==> src/rtl/cpu_alu_pkg.sv <==
// Shared definitions for the CPU execute stage.
// Contents:
//   ALU_WIDTH       default datapath width
//   OP_*            alu_func operation codes (12-15 reserved)
//   FLAG_*          bit positions inside the {N,Z,C,V} flag vector
//   alu_state_t     execute-stage FSM state encoding
package cpu_alu_pkg;

    localparam int ALU_WIDTH = 16;

    localparam logic [3:0] OP_ADD   = 4'd0;
    localparam logic [3:0] OP_SUB   = 4'd1;
    localparam logic [3:0] OP_AND   = 4'd2;
    localparam logic [3:0] OP_OR    = 4'd3;
    localparam logic [3:0] OP_XOR   = 4'd4;
    localparam logic [3:0] OP_NOT   = 4'd5;
    localparam logic [3:0] OP_SHL   = 4'd6;
    localparam logic [3:0] OP_SHR   = 4'd7;
    localparam logic [3:0] OP_SAR   = 4'd8;
    localparam logic [3:0] OP_PASSB = 4'd9;
    localparam logic [3:0] OP_CMP   = 4'd10;
    localparam logic [3:0] OP_MUL   = 4'd11;

    localparam int FLAG_N = 3;
    localparam int FLAG_Z = 2;
    localparam int FLAG_C = 1;
    localparam int FLAG_V = 0;

    typedef enum logic {
        ST_IDLE    = 1'b0,
        ST_MUL_RUN = 1'b1
    } alu_state_t;

endpackage

==> src/rtl/alu_mul_seq.sv <==
// Shift-add unsigned multiplier used by the execute stage for MUL.
// Only built when ALU_EXEC_MUL_EN is defined.
// Ports:
//   clk, rst      clock / asynchronous active-low reset
//   start         load operands and begin a new product (one-cycle pulse)
//   a, b          multiplicand / multiplier, sampled on start
//   done          high in the cycle whose rising edge performs the last step
//   product       2*WIDTH product as it will stand after the current step
`ifdef ALU_EXEC_MUL_EN
module alu_mul_seq
    import cpu_alu_pkg::*;
#(
    parameter int WIDTH = ALU_WIDTH
) (
    input  logic               clk,
    input  logic               rst,
    input  logic               start,
    input  logic [WIDTH-1:0]   a,
    input  logic [WIDTH-1:0]   b,
    output logic               done,
    output logic [2*WIDTH-1:0] product
);

    localparam int CNT_W = $clog2(WIDTH);

    logic [2*WIDTH-1:0] mcand;
    logic [2*WIDTH-1:0] acc;
    logic [2*WIDTH-1:0] acc_next;
    logic [WIDTH-1:0]   mplier;
    logic [CNT_W-1:0]   count;
    logic               running;

    // The product is exposed one step early so the caller can register it
    // on the same edge that performs the final accumulation.
    always_comb begin
        acc_next = acc;
        if (mplier[0]) begin
            acc_next = acc + mcand;
        end
    end

    assign product = acc_next;
    assign done    = running && (count == CNT_W'(WIDTH - 1));

    always_ff @(posedge clk or negedge rst) begin
        if (!rst) begin
            mcand   <= '0;
            acc     <= '0;
            mplier  <= '0;
            count   <= '0;
            running <= 1'b0;
        end else if (start) begin
            mcand   <= {{WIDTH{1'b0}}, a};
            acc     <= '0;
            mplier  <= b;
            count   <= '0;
            running <= 1'b1;
        end else if (running) begin
            acc    <= acc_next;
            mcand  <= mcand << 1;
            mplier <= mplier >> 1;
            count  <= count + CNT_W'(1);
            if (done) begin
                running <= 1'b0;
            end
        end
    end

endmodule
`endif

==> src/rtl/alu_exec.sv <==
// Execute stage of the 16-bit CPU. Performs the decoded ALU operation on the
// operands from the operand mux and registers result, NZCV flags and the
// register-file write enable.
// Optional feature macro: ALU_EXEC_MUL_EN
//   defined   -> MUL runs on the multi-cycle shift-add multiplier, busy stalls
//   undefined -> MUL behaves like a reserved code, busy is tied low
// Ports:
//   clk, rst      clock / asynchronous active-low reset
//   en_in         operands valid
//   alu_func      operation code (see cpu_alu_pkg)
//   alu_a, alu_b  operands; shift amount is alu_b[SHAMT_W-1:0]
//   alu_out       registered result
//   flags         registered {N,Z,C,V}
//   wr_en         result is to be written to rd (pulses with en_out)
//   en_out        one-cycle result-valid pulse
//   busy          multi-cycle op in progress, upstream must stall
module alu_exec
    import cpu_alu_pkg::*;
#(
    parameter int WIDTH   = ALU_WIDTH,
    parameter int SHAMT_W = 4
) (
    input  logic             clk,
    input  logic             rst,
    input  logic             en_in,
    input  logic [3:0]       alu_func,
    input  logic [WIDTH-1:0] alu_a,
    input  logic [WIDTH-1:0] alu_b,
    output logic [WIDTH-1:0] alu_out,
    output logic [3:0]       flags,
    output logic             wr_en,
    output logic             en_out,
    output logic             busy
);

    alu_state_t state_q;
    alu_state_t state_d;

    logic [SHAMT_W-1:0] shamt;
    logic [WIDTH:0]     sum_ext;
    logic [WIDTH:0]     diff_ext;
    logic [WIDTH:0]     shl_ext;
    logic [WIDTH:0]     shr_ext;
    logic [WIDTH:0]     sar_ext;
    logic               add_ovf;
    logic               sub_ovf;

    logic [WIDTH-1:0]   dec_res;
    logic               dec_c;
    logic               dec_v;
    logic               dec_wr;

    logic               load;
    logic [WIDTH-1:0]   nxt_res;
    logic               nxt_c;
    logic               nxt_v;
    logic               nxt_wr;
    logic [3:0]         nxt_flags;

    assign shamt    = alu_b[SHAMT_W-1:0];
    assign sum_ext  = {1'b0, alu_a} + {1'b0, alu_b};
    assign diff_ext = {1'b0, alu_a} - {1'b0, alu_b};

    // Shifts run one bit wider than the datapath so the last bit shifted out
    // lands in the extra bit; with a zero amount that bit stays 0.
    assign shl_ext = {1'b0, alu_a} << shamt;
    assign shr_ext = {alu_a, 1'b0} >> shamt;
    assign sar_ext = $signed({alu_a, 1'b0}) >>> shamt;

    assign add_ovf = (alu_a[WIDTH-1] == alu_b[WIDTH-1]) && (sum_ext[WIDTH-1] != alu_a[WIDTH-1]);
    assign sub_ovf = (alu_a[WIDTH-1] != alu_b[WIDTH-1]) && (diff_ext[WIDTH-1] != alu_a[WIDTH-1]);

    // Single-cycle datapath. Anything not listed, including MUL, decodes as
    // reserved: zero result and no write-back; Z then follows from the zero.
    always_comb begin
        dec_res = '0;
        dec_c   = 1'b0;
        dec_v   = 1'b0;
        dec_wr  = 1'b1;
        case (alu_func)
            OP_ADD: begin
                dec_res = sum_ext[WIDTH-1:0];
                dec_c   = sum_ext[WIDTH];
                dec_v   = add_ovf;
            end
            OP_SUB, OP_CMP: begin
                dec_res = diff_ext[WIDTH-1:0];
                dec_c   = diff_ext[WIDTH];
                dec_v   = sub_ovf;
                dec_wr  = (alu_func != OP_CMP);
            end
            OP_AND:   dec_res = alu_a & alu_b;
            OP_OR:    dec_res = alu_a | alu_b;
            OP_XOR:   dec_res = alu_a ^ alu_b;
            OP_NOT:   dec_res = ~alu_a;
            OP_SHL: begin
                dec_res = shl_ext[WIDTH-1:0];
                dec_c   = shl_ext[WIDTH];
            end
            OP_SHR: begin
                dec_res = shr_ext[WIDTH:1];
                dec_c   = shr_ext[0];
            end
            OP_SAR: begin
                dec_res = sar_ext[WIDTH:1];
                dec_c   = sar_ext[0];
            end
            OP_PASSB: dec_res = alu_b;
            default:  dec_wr  = 1'b0;
        endcase
    end

`ifdef ALU_EXEC_MUL_EN
    logic               mul_start;
    logic               mul_done;
    logic [2*WIDTH-1:0] mul_product;

    alu_mul_seq #(
        .WIDTH(WIDTH)
    ) u_mul (
        .clk     (clk),
        .rst     (rst),
        .start   (mul_start),
        .a       (alu_a),
        .b       (alu_b),
        .done    (mul_done),
        .product (mul_product)
    );

    assign busy = (state_q == ST_MUL_RUN);
`else
    assign busy = 1'b0;
`endif

    // Next-state and result selection. New operands are only accepted in
    // IDLE, so en_in during a multiply is dropped.
    always_comb begin
        state_d = state_q;
        load    = 1'b0;
        nxt_res = dec_res;
        nxt_c   = dec_c;
        nxt_v   = dec_v;
        nxt_wr  = dec_wr;
`ifdef ALU_EXEC_MUL_EN
        mul_start = 1'b0;
`endif
        case (state_q)
            ST_IDLE: begin
                if (en_in) begin
`ifdef ALU_EXEC_MUL_EN
                    if (alu_func == OP_MUL) begin
                        mul_start = 1'b1;
                        state_d   = ST_MUL_RUN;
                    end else begin
                        load = 1'b1;
                    end
`else
                    load = 1'b1;
`endif
                end
            end
            ST_MUL_RUN: begin
`ifdef ALU_EXEC_MUL_EN
                if (mul_done) begin
                    load    = 1'b1;
                    nxt_res = mul_product[WIDTH-1:0];
                    nxt_c   = |mul_product[2*WIDTH-1:WIDTH];
                    nxt_v   = 1'b0;
                    nxt_wr  = 1'b1;
                    state_d = ST_IDLE;
                end
`else
                state_d = ST_IDLE;
`endif
            end
            default: state_d = ST_IDLE;
        endcase
    end

    always_comb begin
        nxt_flags         = '0;
        nxt_flags[FLAG_N] = nxt_res[WIDTH-1];
        nxt_flags[FLAG_Z] = (nxt_res == '0);
        nxt_flags[FLAG_C] = nxt_c;
        nxt_flags[FLAG_V] = nxt_v;
    end

    // en_out and wr_en fall back to 0 every cycle that has no fresh result,
    // while alu_out and flags keep the last value.
    always_ff @(posedge clk or negedge rst) begin
        if (!rst) begin
            state_q <= ST_IDLE;
            alu_out <= '0;
            flags   <= '0;
            wr_en   <= 1'b0;
            en_out  <= 1'b0;
        end else begin
            state_q <= state_d;
            wr_en   <= 1'b0;
            en_out  <= 1'b0;
            if (load) begin
                alu_out <= nxt_res;
                flags   <= nxt_flags;
                wr_en   <= nxt_wr;
                en_out  <= 1'b1;
            end
        end
    end

endmodule

==> config.mk <==
export PLATFORM = sky130hd
export DESIGN_NAME = alu_exec
export DESIGN_NICKNAME = d
export VERILOG_FILES = /design/src/rtl/cpu_alu_pkg.sv /design/src/rtl/alu_mul_seq.sv /design/src/rtl/alu_exec.sv
export SDC_FILE = /design/constraint.sdc
export NUM_CORES = 1
export LEC_CHECK = 0
export CAP_MARGIN = 25
export CORE_UTILIZATION = 40
export CTS_BUF_LIST = sky130_fd_sc_hd__clkbuf_4
export DETAILED_ROUTE_END_ITERATION = 16
export DONT_BUFFER_PORTS = 1
export HOLD_SLACK_MARGIN = 0.15
export SLEW_MARGIN = 20
export SYNTH_ARGS = -nofsm -noshare
export SYNTH_HDL_FRONTEND = slang
export SYNTH_HIERARCHICAL = 1
export SYNTH_SLANG_ARGS = --single-unit
==> constraint.sdc <==
create_clock -name clk -period 0.8 [get_ports clk]
set_input_delay 0.08 -clock clk [delete_from_list [all_inputs] [get_ports clk]]
set_output_delay 0.08 -clock clk [all_outputs]
set_load 0.01 [all_outputs]
==> results of run 1 <==
[timing repair]
action	CTS	global route
cloned	0	0
resized for setup	90	31
buffers inserted	25	18
endpoints found under the setup margin	41	62
hold endpoints to repair	42	40
pin swaps	39	23
[final timing paths]
path	start	endpoint	slack [ns]
max	alu_a[0]	flags[2]$_DFFE_PN0P_	-1.62
min	en_in	en_out$_DFF_PN0_	-0.21
max reg2reg	alu_out[3]$_DFFE_PN0P_	alu_out[3]$_DFFE_PN0P_	-0.10
min reg2reg	alu_out[2]$_DFFE_PN0P_	alu_out[2]$_DFFE_PN0P_	0.52
max in group asynchronous	rst	flags[0]$_DFFE_PN0P_	0.28
min in group asynchronous	rst	alu_out[6]$_DFFE_PN0P_	-0.04
[power groups by stage]
stage	logic, mW	clock network, mW	registers (mW)
after detailed placement	4.10	0	1.33
after global routing	5.38	0.555	1.35
final	5.03	0.512	1.33
after floorplan	2.65	0	1.38
after CTS	4.79	0.515	1.33
after global placement	4.05	0	1.32
[metrics by stage]
stage          power [mW]  worst slack (ns)  utilization, %  hold slack [ns]  instances
2_1_floorplan        4.03             -1.83               -           -0.216        715
3_3_place_gp         5.37             -1.95            53.4           -0.215       1020
5_1_grt              7.29             -1.72            60.0           -0.228       1061
4_1_cts              6.63             -1.59            58.5           -0.211       1051
3_5_place_dp         5.43             -2.01            53.4           -0.215       1020
6_report             6.88             -1.62            60.0           -0.206       1061
[metal layers]
layer  up-vias  share of wire, %  wire length (um)
met2       299                47             11200
met1      3298                43             10400
met5         -                 0                 0
met4         0               3.3               786
li1       3051                 -                 -
met3        56               6.8              1630
[critical path, delay by kind of cell]
kind / cells / cell delay, ns
adder cells (fa/ha/maj): 2 / 0.60
buffers and inverters: 2 / 0.20
AO/OA/AOI/OAI: 3 / 0.56
AND/OR/NAND/NOR: 5 / 1.22
[cells in the final DEF, fill, tap and decap left out, types with 21 or more instances in the layout]
master,instances
mux4_2,21
buf_6,29
mux2i_1,24
buf_4,199
dfrtp_1,21
o21ai_0,23
nor2_1,73
ha_1,38
a21oi_1,42
nand2_1,44
inv_1,36
[kinds of logic after synthesis]
logic type,Yosys count,synth area share (%)
AOI/OAI and AO/OA,247,32.4
and+or+nand+nor,215,19.9
buffers and inverters,117,9.40
muxes,57,15.6
adders and majority gates,55,12.7
DFF,21,9.52
xor gates and xnor gates,2,0.317
other,1,0.0679
[area by class of cell]
| type | instances | area (um^2) |
|---|---|---|
| Fill cell | 1232 | 5340 |
| Clock inverter | 1 | 5.00 |
| Clock buffer | 3 | 22.5 |
| Tap cell | 176 | 220 |
| Sequential cell | 21 | 526 |
| Inverter | 51 | 244 |
| Multi-Input combinational cell | 577 | 5130 |
| Timing Repair Buffer | 232 | 1860 |
[registers in the layout, summed over array words and instances (netlist names)]
| name | count |
|---|---|
| wr_en | 1 |
| alu_out | 16 |
| flags | 3 |
| en_out | 1 |
==> implementation parameters, run 1 <==
Parameter                              Value

Outcome
  Outcome ... finished with violations
  Failing checks ... negative hold slack, negative setup slack

Synth
  Post-synthesis sequential element count ... 21
  Cell type with the largest total area after synthesis ... ha_1
  Synthesis warning total ... 6
  Netlist Area Pre-Place ... between 0.005 and 0.006 mm^2
  Mapped Avg Cell Area ... a little under 8 um^2
  Top flip-flop cell by instance count after synthesis ... dfrtp_1
  Count of flip-flops with a built-in enable after synthesis ... 0
  Share of synthesized area occupied by flip-flops and latches ... 9.52%
  Commonest cells post-synth ... nor2_1, ha_1, a21oi_1
  Number of distinct library cells after synthesis ... 84
  Net Count, Synth ... 809
  Most numerous cell in the Yosys netlist ... nor2_1
  Share of synthesized registers carrying an async set or reset ... 100%
  Post-synth top area share ... between 10% and 20%
  Largest cells by area after synthesis ... ha_1, dfrtp_1, mux4_2
  Number of instances in the synthesized netlist ... 715

Clock tree
  Root Buffer ... clkbuf_4
  TritonCTS buffer count ... 3
  Clock latency at the later pin of the worst-skew pair ... 0.30 ns
  Count of hold buffers inserted by post-cts repair ... 4
  Max Buffers Root-to-Sink ... 2
  Sinks on Clock Net ... 21
  Clock Pin Slew Worst Setup and Hold Paths ... 0.11 ns
  H-tree levels ... 1
  CTS tree ... done

STA
  Final Critical Period ... ~2.4 ns
  Slew at the pin with the worst max-slew slack ... 0.912 ns
  Setup repair after global routing missed its margin ... yes
  Final worst-path setup slack ... -1.62 ns
  TNS Setup ... -22.65 ns
  Remaining max-slew budget at the tightest pin ... roughly 40%
  WHS ... -0.206 ns
  Final-report max-slew violation count ... 0
  Finish-stage setup viols ... 41
  Final clock period utilization by the worst path ... 303%
  Worst Skew ... 0 ns
  Final number of hold-violating endpoints ... 40
  Maximum frequency from static timing analysis ... 0.413 GHz

Setup path
  WS Path Type ... input pin to flip-flop
  Critical Path RT ... 1.05 ns
  Slowest stage delay, CP ... 0.51 ns
  Cell chain of the critical path ... ha_4, inv_2, fa_1, nor2_1, or4_4, a2111oi_4, o21ai_1, nor4_1, buf_4, nand4_1, nor4b_2, a41o_1
  Worst path slowest cell ... or4_4
  Worst-path maximum fanout ... 7
  Worst path arrival time ... approximately 2.7 ns
  Capturing element type of the critical path ... flip-flop
  Number of cell instances on the worst register-to-register path ... 4
  Startpoint types ... input pin

Route
  Count of nets left with antenna violations after detail routing ... 0
  Detailed Routing Iterations Pass 1 ... 5
  Routed len/inst ... around 23 um
  Total wirelength of the detailed-routed design ... approximately 24000 um
  DR iter-0 viols ... 640
  # DRC ... 0
  Number of vias per cell ... 6.32
  Count of vias placed by the detailed router ... 6704

Floorplan
  Horizontal extent of the die ... around 120 um
  Core Area ... 0.0133 mm^2
  Number of primary I/O pins ... 62
  Cell Rows ... 42
  Height of the chip ... 119 um
  DIE AREA ... 0.0143 mm^2
  Starting Density ... 41.4%

Place
  Placed instance area ... 0.00713 mm^2
  HPWL Detailed ... between 15000 and 20000 um
  Number of port buffers ... 0
  Placer Congestion ... around 0.96

Worst hold path
  Number of instances on the worst hold path ... 0
  Path category of the worst min-delay check ... input pin to flip-flop

Global routing
  Global route hottest layer ... met2
  Largest net degree at the start of global routing ... 55
  Global-route track usage on met2 ... 55.5%
  Fraction of met1 tracks used by global routing ... 45.0%
  Met3 layer usage reported by global route ... 3.94%
  Number of antenna violations at the first check in global routing ... 0
  Grt ovf ... 0
  Vias in the first global route ... 6702
  GRT Total Usage ... 33.5%
  Wire length of the first global-routing pass ... 37500 um

Power
  Power share of the clock group ... roughly 7.4%
  Leakage dissipation ... 3.48 nW
  Power per Cell Area ... approximately 860 mW/mm^2
  Sequential group share of total power ... 19.3%
  Switching power summed over all nets ... around 2.8 mW
  Internal power ... between 4 and 5 mW
  Net switching fraction of the power ... between 40% and 50%
  Worst vdd ir ... 433 uV
  Combinational Power Share ... 73.2%

Finish
  Ant. Diodes ... 0
  Layout net count ... 980
  Post-route cell area ... 0.00801 mm^2
  Layout-stage area growth over the synthesis result ... 45.0%
  Fraction of final layout cells sized beyond drive strength 1 ... 41.9%

Job
  Max-cap violations ... 0
No activity file was read; power rests on OpenSTA's default activity.
==> run 2, diff against run 1 <==
ABC_AREA = 1   (was unset)
==> run 2 against run 1 <==
  * Clock-buffer cell count is 1 higher
  * Global-route usage is 0.33 points higher
  * Flip-flop and latch count stayed put
  * Critical path depth is 6 higher
  * Clock skew stayed put
  * The run still ends with negative hold slack, negative setup slack left
  * Clock power is 4.1% higher
==> implementation parameters, run 2 <==
Parameter                              Value

STA
  Maximum frequency from static timing analysis ... 0.597 GHz (+45%)
  Final worst-path setup slack ... -0.874 ns (+0.749 ns)
  WHS ... -0.198 ns (+0.00722 ns)
  Final clock period utilization by the worst path ... 209% (-94 points)
  Final Critical Period ... 1.67 ns (-0.749 ns)
  Final number of hold-violating endpoints ... 9 (-78%)
  Final-report max-slew violation count ... 0 (unchanged)
  TNS Setup ... -13.79 ns (+8.86 ns)
  Setup repair after global routing missed its margin ... yes
  Finish-stage setup viols ... 39 (-4.9%)
  Worst Skew ... 0 ns (unchanged)

Finish
  Area taken by flip-flops and latches ... 526 um^2 (unchanged)
  Leading cell type in the layout, fill and taps excluded ... nand2_1
  Layout-stage area growth over the synthesis result ... 61.8%
  Largest registers ... alu_out: 16 flops, flags: 3 flops
  Fraction of final layout cells sized beyond drive strength 1 ... 40.6% (-1.3 points)
  Flip-flop count of the largest register, all copies and words added ... 16 (unchanged)
  Post-route cell area ... 0.00901 mm^2 (+12%)
  Layout net count ... 1373 (+40%)
  Multi-input combinational cell area ... 0.00552 mm^2 (+7.6%)
  Biggest register ... alu_out
  Number of filler instances in the final layout ... 1165 (-5.4%)
  Commonest cells after routing, fill and taps aside ... nand2_1, buf_4, nand3_1

Global routing
  Number of antenna violations at the first check in global routing ... 1 (+1)
  Wire length of the first global-routing pass ... 37800 um (+0.88%)
  Largest net degree at the start of global routing ... 37 (-33%)
  Grt ovf ... 0 (unchanged)
  GRT Total Usage ... 33.8% (+0.33 points)
  Vias in the first global route ... 7192 (+7.3%)

Power
  Power share of the clock group ... 7.0% (-0.4 points)
  Final total power ... 7.66 mW (+11%)
  Switching power summed over all nets ... 3.53 mW (+28%)
  Leakage dissipation ... 4.55 nW (+31%)
  Power per Cell Area ... 850 mW/mm^2 (-0.99%)
  Internal power ... 4.12 mW (+0.42%)
  Combinational Power Share ... 75.9% (+2.7 points)
  Sequential group share of total power ... 17.1% (-2.2 points)
  Net switching fraction of the power ... 46.1% (+5.9 points)
  Worst vdd ir ... 546 uV (+26%)

Synth
  Share of synthesized registers carrying an async set or reset ... 100% (unchanged)
  Post-synthesis sequential element count ... 21 (unchanged)
  Net Count, Synth ... 1148 (+42%)
  Count of flip-flops with a built-in enable after synthesis ... 0 (unchanged)
  Share of synthesized area occupied by flip-flops and latches ... 9.44% (-0.077 points)
  Commonest cells post-synth ... nand2_1, nand3_1, nor2_1
  Number of instances in the synthesized netlist ... 1054 (+47%)
  Post-synth top area share ... 26.8% (+15 points)
  Mapped Avg Cell Area ... 5.28 um^2 (-32%)
  Number of distinct library cells after synthesis ... 39 (-54%)
  Cell type with the largest total area after synthesis ... nand2_1
  Most numerous cell in the Yosys netlist ... nand2_1
  Top flip-flop cell by instance count after synthesis ... dfrtp_1
  Synthesis warning total ... 6 (unchanged)
  Netlist Area Pre-Place ... 0.00557 mm^2 (+0.82%)
  Largest cells by area after synthesis ... nand2_1, nand3_1, ha_1

Setup path
  WS Path Type ... input pin to flip-flop
  Number of cell instances on the worst register-to-register path ... 4 (unchanged)
  Worst-path maximum fanout ... 7 (unchanged)
  Worst flop-to-flop path endpoint ... alu_out[12]$_DFFE_PN0P_
  Critical Path RT ... 1.05 ns (about the same)
  Reg2Reg Setup Slack ... -0.07 ns (+0.03 ns)
  Origin of the critical flop-to-flop path ... alu_out[12]$_DFFE_PN0P_
  Capturing element type of the critical path ... flip-flop
  Startpoint types ... input pin
  Worst path arrival time ... 1.92 ns (-0.76 ns)

Floorplan
  DIE AREA ... 0.0144 mm^2 (+0.80%)
  Number of primary I/O pins ... 62 (unchanged)
  Starting Density ... 41.5% (+0.17 points)
  Cell Rows ... 42 (unchanged)
  Horizontal extent of the die ... 120 um (+0.40%)
  Core Area ... 0.0134 mm^2 (+0.39%)
  Height of the chip ... 120 um (+0.40%)

Clock tree
  H-tree levels ... 1 (unchanged)
  Max Buffers Root-to-Sink ... 2 (unchanged)
  Clock latency at the later pin of the worst-skew pair ... 0.29 ns (about the same)
  Sinks on Clock Net ... 21 (unchanged)
  CTS tree ... done
  Root Buffer ... clkbuf_4
  Clock Pin Slew Worst Setup and Hold Paths ... 0.11 ns (about the same)
  TritonCTS buffer count ... 3 (unchanged)
  Count of hold buffers inserted by post-cts repair ... 6 (+2)

Route
  Count of vias placed by the detailed router ... 8062 (+20%)
  Count of nets left with antenna violations after detail routing ... 0 (unchanged)
  Routed len/inst ... 17.7 um (-22%)
  DR iter-0 viols ... 948 (+48%)
  Total wirelength of the detailed-routed design ... 25800 um (+7.5%)
  Detailed Routing Iterations Pass 1 ... 6 (+1)
  Number of vias per cell ... 5.54 (-12%)
  # DRC ... 0 (unchanged)

Job
  Max-cap violations ... 0 (unchanged)

Outcome
  Failing checks ... negative hold slack, negative setup slack
  Outcome ... finished with violations

Place
  Number of port buffers ... 0 (unchanged)
  HPWL Detailed ... 19400 um (+7.9%)
  Placer Congestion ... 0.977 (+2.0%)
  Worst slack at placement ... -1.21 ns (+0.796 ns)
  Placed instance area ... 0.00721 mm^2 (+1.1%)

Worst hold path
  Launch instance of the worst min-delay path ... en_in
  Number of instances on the worst hold path ... 0 (unchanged)
  Path category of the worst min-delay check ... input pin to flip-flop
  End of the worst hold path ... en_out$_DFF_PN0_
-- run 2: final cells by class --
cell class	count	area share, %
Inverter	110	5.74
Multi-Input combinational cell	884	61.2
Clock buffer	4	0.333
Tap cell	176	2.44
Sequential cell	21	5.83
Antenna cell	1	0.0278
Timing Repair Buffer	259	24.4
-- run 2: how the worst max path moves through the flow --
stage | endpoint | depth (start not counted) | startpoint
after detailed placement | flags[2]$_DFFE_PN0P_ | 17 | alu_a[0]
after floorplan | flags[2]$_DFFE_PN0P_ | 16 | alu_b[1]
after CTS | flags[2]$_DFFE_PN0P_ | 14 | alu_a[0]
after global routing | flags[2]$_DFFE_PN0P_ | 14 | alu_a[1]
final | flags[2]$_DFFE_PN0P_ | 18 | alu_a[1]
after global placement | flags[2]$_DFFE_PN0P_ | 15 | alu_b[12]
-- run 2: repair_timing --
item / 4_1_cts / 5_1_grt
setup buffers: 19 / 27
resized for setup: 144 / 215
hold endpoints to repair: 34 / 12
pin swaps: 35 / 68
cloned: 0 / 1
endpoints found under the setup margin: 40 / 41
-- run 2: power groups by stage --
stage / Clock (mW) / Combinational, mW / Sequential, mW
2_1_floorplan: 0 / 2.36 / 1.36
3_3_place_gp: 0 / 4.09 / 1.31
3_5_place_dp: 0 / 4.11 / 1.31
4_1_cts: 0.538 / 4.74 / 1.31
5_1_grt: 0.605 / 6.24 / 1.32
6_report: 0.533 / 5.81 / 1.31
-- run 2: cell families after synthesis --
family,Yosys count,synth area share [%]
buffers and inverters,149,12.0
and+or+nand+nor,721,55.2
adders and majority gates,55,12.6
xor gates and xnor gates,3,0.472
DFF,21,9.44
AOI/OAI and AO/OA,104,10.2
other,1,0.0674
-- run 2: stage by stage --
stage / utilization, % / std cells
2_1_floorplan: - / 1054
3_3_place_gp: 53.8 / 1400
3_5_place_dp: 53.8 / 1400
4_1_cts: 59.6 / 1427
5_1_grt: 67.2 / 1454
6_report: 67.2 / 1455
-- run 2: critical path, cell delays in order --
cell and delay (ns):
clkinvlp_4 0.08, buf_6 0.13, ha_4 0.26, inv_2 0.06, nand2_2 0.05, nand2_2 0.08
nand4_1 0.21, nand2_2 0.17, nand3_2 0.10, nand2_4 0.11, nand2_2 0.06, nand2_2 0.06
nor2_2 0.04, nor2_2 0.12, nand2_1 0.09, nor2_1 0.11, nand2_1 0.05, nand2_1 0.05
-- run 2: routing by layer --
| layer | wire, um | vias to the layer above | global-route usage, % |
|---|---|---|---|
| met4 | 1300 | 0 | 14.8 |
| li1 | - | 3851 | - |
| met3 | 2260 | 81 | 3.09 |
| met2 | 11800 | 448 | 54.7 |
| met1 | 10400 | 3682 | 45.4 |
| met5 | 0 | - | 0 |
==> run 3, diff against run 2 <==
GPL_ROUTABILITY_DRIVEN = 1   (was unset)
SKIP_LAST_GASP = 1   (was unset)
==> run 3 against run 2 <==
  * The flow still finishes with violations (negative hold slack, negative setup slack)
  * Total power is 1.2% lower
  * Clock-buffer cell count did not move
  * Cell count is the same
  * Global-route usage unchanged
  * Core utilization shrank 0.65 points
  * Hold slack got worse by 0.0026 ns
  * Die area stayed put
  * Combinational power shrank 2%
  * Largest cell class unchanged
  * Largest power group unchanged
==> implementation parameters, run 3 (synthesized netlist as in run 2, its figures left out) <==
Parameter                              Value

Outcome
  Outcome ... finished with violations
  Failing checks ... negative hold slack, negative setup slack

Setup path
  Critical Path RT ... 1.05 ns (about the same)
  WS Path Type ... input pin to flip-flop
  Startpoint types ... input pin
  Cell chain of the critical path ... clkinvlp_4, buf_6, ha_4, inv_1, nand2_1, nand2_1, nand4_1, nand2_2, nand2_2, nand3_2, nand2_2, nor2_2, nand2_1, nor2_1, nand2_1, nor2_1, nand2_1, nand2_1
  Worst path depth ... 18 (unchanged)
  Capturing element type of the critical path ... flip-flop
  Worst path slowest cell ... ha_4
  Reg2Reg Setup Slack ... -0.07 ns (about the same)
  Number of cell instances on the worst register-to-register path ... 4 (unchanged)
  Worst path arrival time ... 1.92 ns (about the same)
  Crit path max-delay family ... simple AND/OR/NAND/NOR gates
  Worst-path maximum fanout ... 7 (unchanged)
  Buffer and inverter count on the worst path ... 3 (unchanged)
  Launching instance or port of the critical path ... alu_a[1]
  Slowest stage delay, CP ... 0.26 ns (about the same)
  Origin of the critical flop-to-flop path ... alu_out[12]$_DFFE_PN0P_
  Most frequent cell on the critical path ... nand2_1

Route
  Routed len/inst ... 17.7 um (-0.21%)
  # DRC ... 0 (unchanged)
  Count of vias placed by the detailed router ... 8028 (-0.42%)
  DR iter-0 viols ... 898 (-5.3%)
  Number of vias per cell ... 5.52 (-0.42%)
  Total wirelength of the detailed-routed design ... 25800 um (-0.21%)
  Detailed Routing Iterations Pass 1 ... 6 (unchanged)
  Count of nets left with antenna violations after detail routing ... 0 (unchanged)

Clock tree
  Sinks on Clock Net ... 21 (unchanged)
  H-tree levels ... 1 (unchanged)
  CTS tree ... done
  Clock Pin Slew Worst Setup and Hold Paths ... 0.12 ns (about the same)
  Count of hold buffers inserted by post-cts repair ... 6 (unchanged)
  Root Buffer ... clkbuf_4
  Clock latency at the later pin of the worst-skew pair ... 0.29 ns (about the same)
  Max Buffers Root-to-Sink ... 2 (unchanged)
  TritonCTS buffer count ... 3 (unchanged)

Floorplan
  Number of primary I/O pins ... 62 (unchanged)
  DIE AREA ... 0.0144 mm^2 (unchanged)
  Cell Rows ... 42 (unchanged)
  Height of the chip ... 120 um (unchanged)
  Starting Density ... 41.5% (unchanged)
  Core Area ... 0.0134 mm^2 (unchanged)
  Horizontal extent of the die ... 120 um (unchanged)

STA
  Final number of hold-violating endpoints ... 9 (unchanged)
  Final Critical Period ... 1.67 ns (-0.00212 ns)
  WHS ... -0.201 ns (-0.00262 ns)
  Worst Skew ... 0 ns (unchanged)
  Final worst-path setup slack ... -0.872 ns (+0.00212 ns)
  Finish-stage setup viols ... 41 (+5.1%)
  Maximum frequency from static timing analysis ... 0.598 GHz (+0.13%)
  Final-report max-slew violation count ... 0 (unchanged)
  Setup repair after global routing missed its margin ... yes
  Final clock period utilization by the worst path ... 209% (-0.26 points)

Place
  Placer Congestion ... 0.977 (unchanged)
  Number of port buffers ... 0 (unchanged)
  HPWL Detailed ... 19400 um (unchanged)
  Placed cell count ... 1400 (unchanged)

Global routing
  Fraction of met1 tracks used by global routing ... 45.4% (unchanged)
  Vias in the first global route ... 7192 (unchanged)
  GRT Total Usage ... 33.8% (unchanged)
  Met3 layer usage reported by global route ... 3.09% (unchanged)
  Wire length of the first global-routing pass ... 37800 um (unchanged)
  Number of antenna violations at the first check in global routing ... 1 (unchanged)
  Grt ovf ... 0 (unchanged)
  Largest net degree at the start of global routing ... 37 (unchanged)
  Global-route track usage on met2 ... 54.7% (unchanged)
  Global route hottest layer ... met2

Power
  Leakage dissipation ... 4.54 nW (-0.39%)
  Worst vdd ir ... 520 uV (-4.7%)
  Power per Cell Area ... 849 mW/mm^2 (-0.19%)
  Internal power ... 4.08 mW (-1.0%)
  Switching power summed over all nets ... 3.49 mW (-1.3%)
  Net switching fraction of the power ... 46.1% (-0.071 points)
  Power share of the clock group ... 7.1% (about the same)
  Final total power ... 7.57 mW (-1.2%)
  Sequential group share of total power ... 17.3% (+0.2 points)
  Combinational Power Share ... 75.5% (-0.4 points)

Job
  Max-cap violations ... 0 (unchanged)

Finish
  Flip-flop count of the largest register, all copies and words added ... 16 (unchanged)
  Largest registers ... alu_out: 16 flops, flags: 3 flops
  Number of filler instances in the final layout ... 1196 (+2.7%)
  Layout net count ... 1373 (unchanged)
  Fraction of final layout cells sized beyond drive strength 1 ... 39.2% (-1.4 points)
  Area taken by flip-flops and latches ... 526 um^2 (unchanged)
  Layout-stage area growth over the synthesis result ... 60.2%
  Biggest register ... alu_out
  Commonest cells after routing, fill and taps aside ... nand2_1, buf_4, nand3_1
  Multi-input combinational cell area ... 0.00545 mm^2 (-1.2%)
  Leading cell type in the layout, fill and taps excluded ... nand2_1
  Number of standard cells in the layout, taps in and fillers out ... 1455 (unchanged)

Worst hold path
  Path category of the worst min-delay check ... input pin to flip-flop
  Number of instances on the worst hold path ... 0 (unchanged)
  Launch instance of the worst min-delay path ... en_in
## run 3: layout make-up
class	instances	area share, %
repair buffers	259	24.4
clock buffers	4	0.337
well taps	176	2.47
flip-flops and latches	21	5.89
inverters	110	5.75
diodes	1	0.0281
multi-input cells	884	61.1
## run 3: per-layer routing
metal / up-vias / share of wire (%)
met5: - / 0
met3: 89 / 8.5
met2: 444 / 45
li1: 3844 / -
met4: 0 / 5.5
met1: 3651 / 41
## run 3: worst paths after layout
path,end
setup / recovery,flags[2]$_DFFE_PN0P_
min in group asynchronous,en_out$_DFF_PN0_
max in group asynchronous,alu_out[2]$_DFFE_PN0P_
hold / removal,en_out$_DFF_PN0_
hold reg to reg,flags[2]$_DFFE_PN0P_
setup reg to reg,alu_out[12]$_DFFE_PN0P_
## run 3: power groups by stage
stage                     registers, mW  logic, mW  clock network, mW
after global routing               1.32       6.13              0.600
after CTS                          1.31       4.74              0.538
after detailed placement           1.31       4.11                  0
after global placement             1.31       4.09                  0
after floorplan                    1.36       2.36                  0
final                              1.31       5.72              0.541
## run 3: worst register-to-register path, stage by stage, from the launching register on
cell     delay (ns)
dfrtp_1        0.41
buf_4          0.13
buf_4          0.12
nand2_1        0.06
o21ai_2        0.05
## run 3: what timing repair did
item / CTS / global route
cloned: 0 / 1
endpoints found under the setup margin: 40 / 41
pin swaps: 35 / 66
setup buffers: 19 / 27
resized for setup: 144 / 188
hold endpoints to repair: 34 / 13
## run 3: metrics by stage
stage | setup slack (ns) | TNS, ns | area [um^2] | util (%)
2_1_floorplan | -1.05 | -15.22 | 5700 | -
3_3_place_gp | -1.21 | -19.53 | 7210 | 53.8
3_5_place_dp | -1.21 | -19.80 | 7210 | 53.8
4_1_cts | -0.752 | -15.95 | 7980 | 59.6
5_1_grt | -0.949 | -15.52 | 8920 | 66.5
6_report | -0.872 | -13.86 | 8920 | 66.6
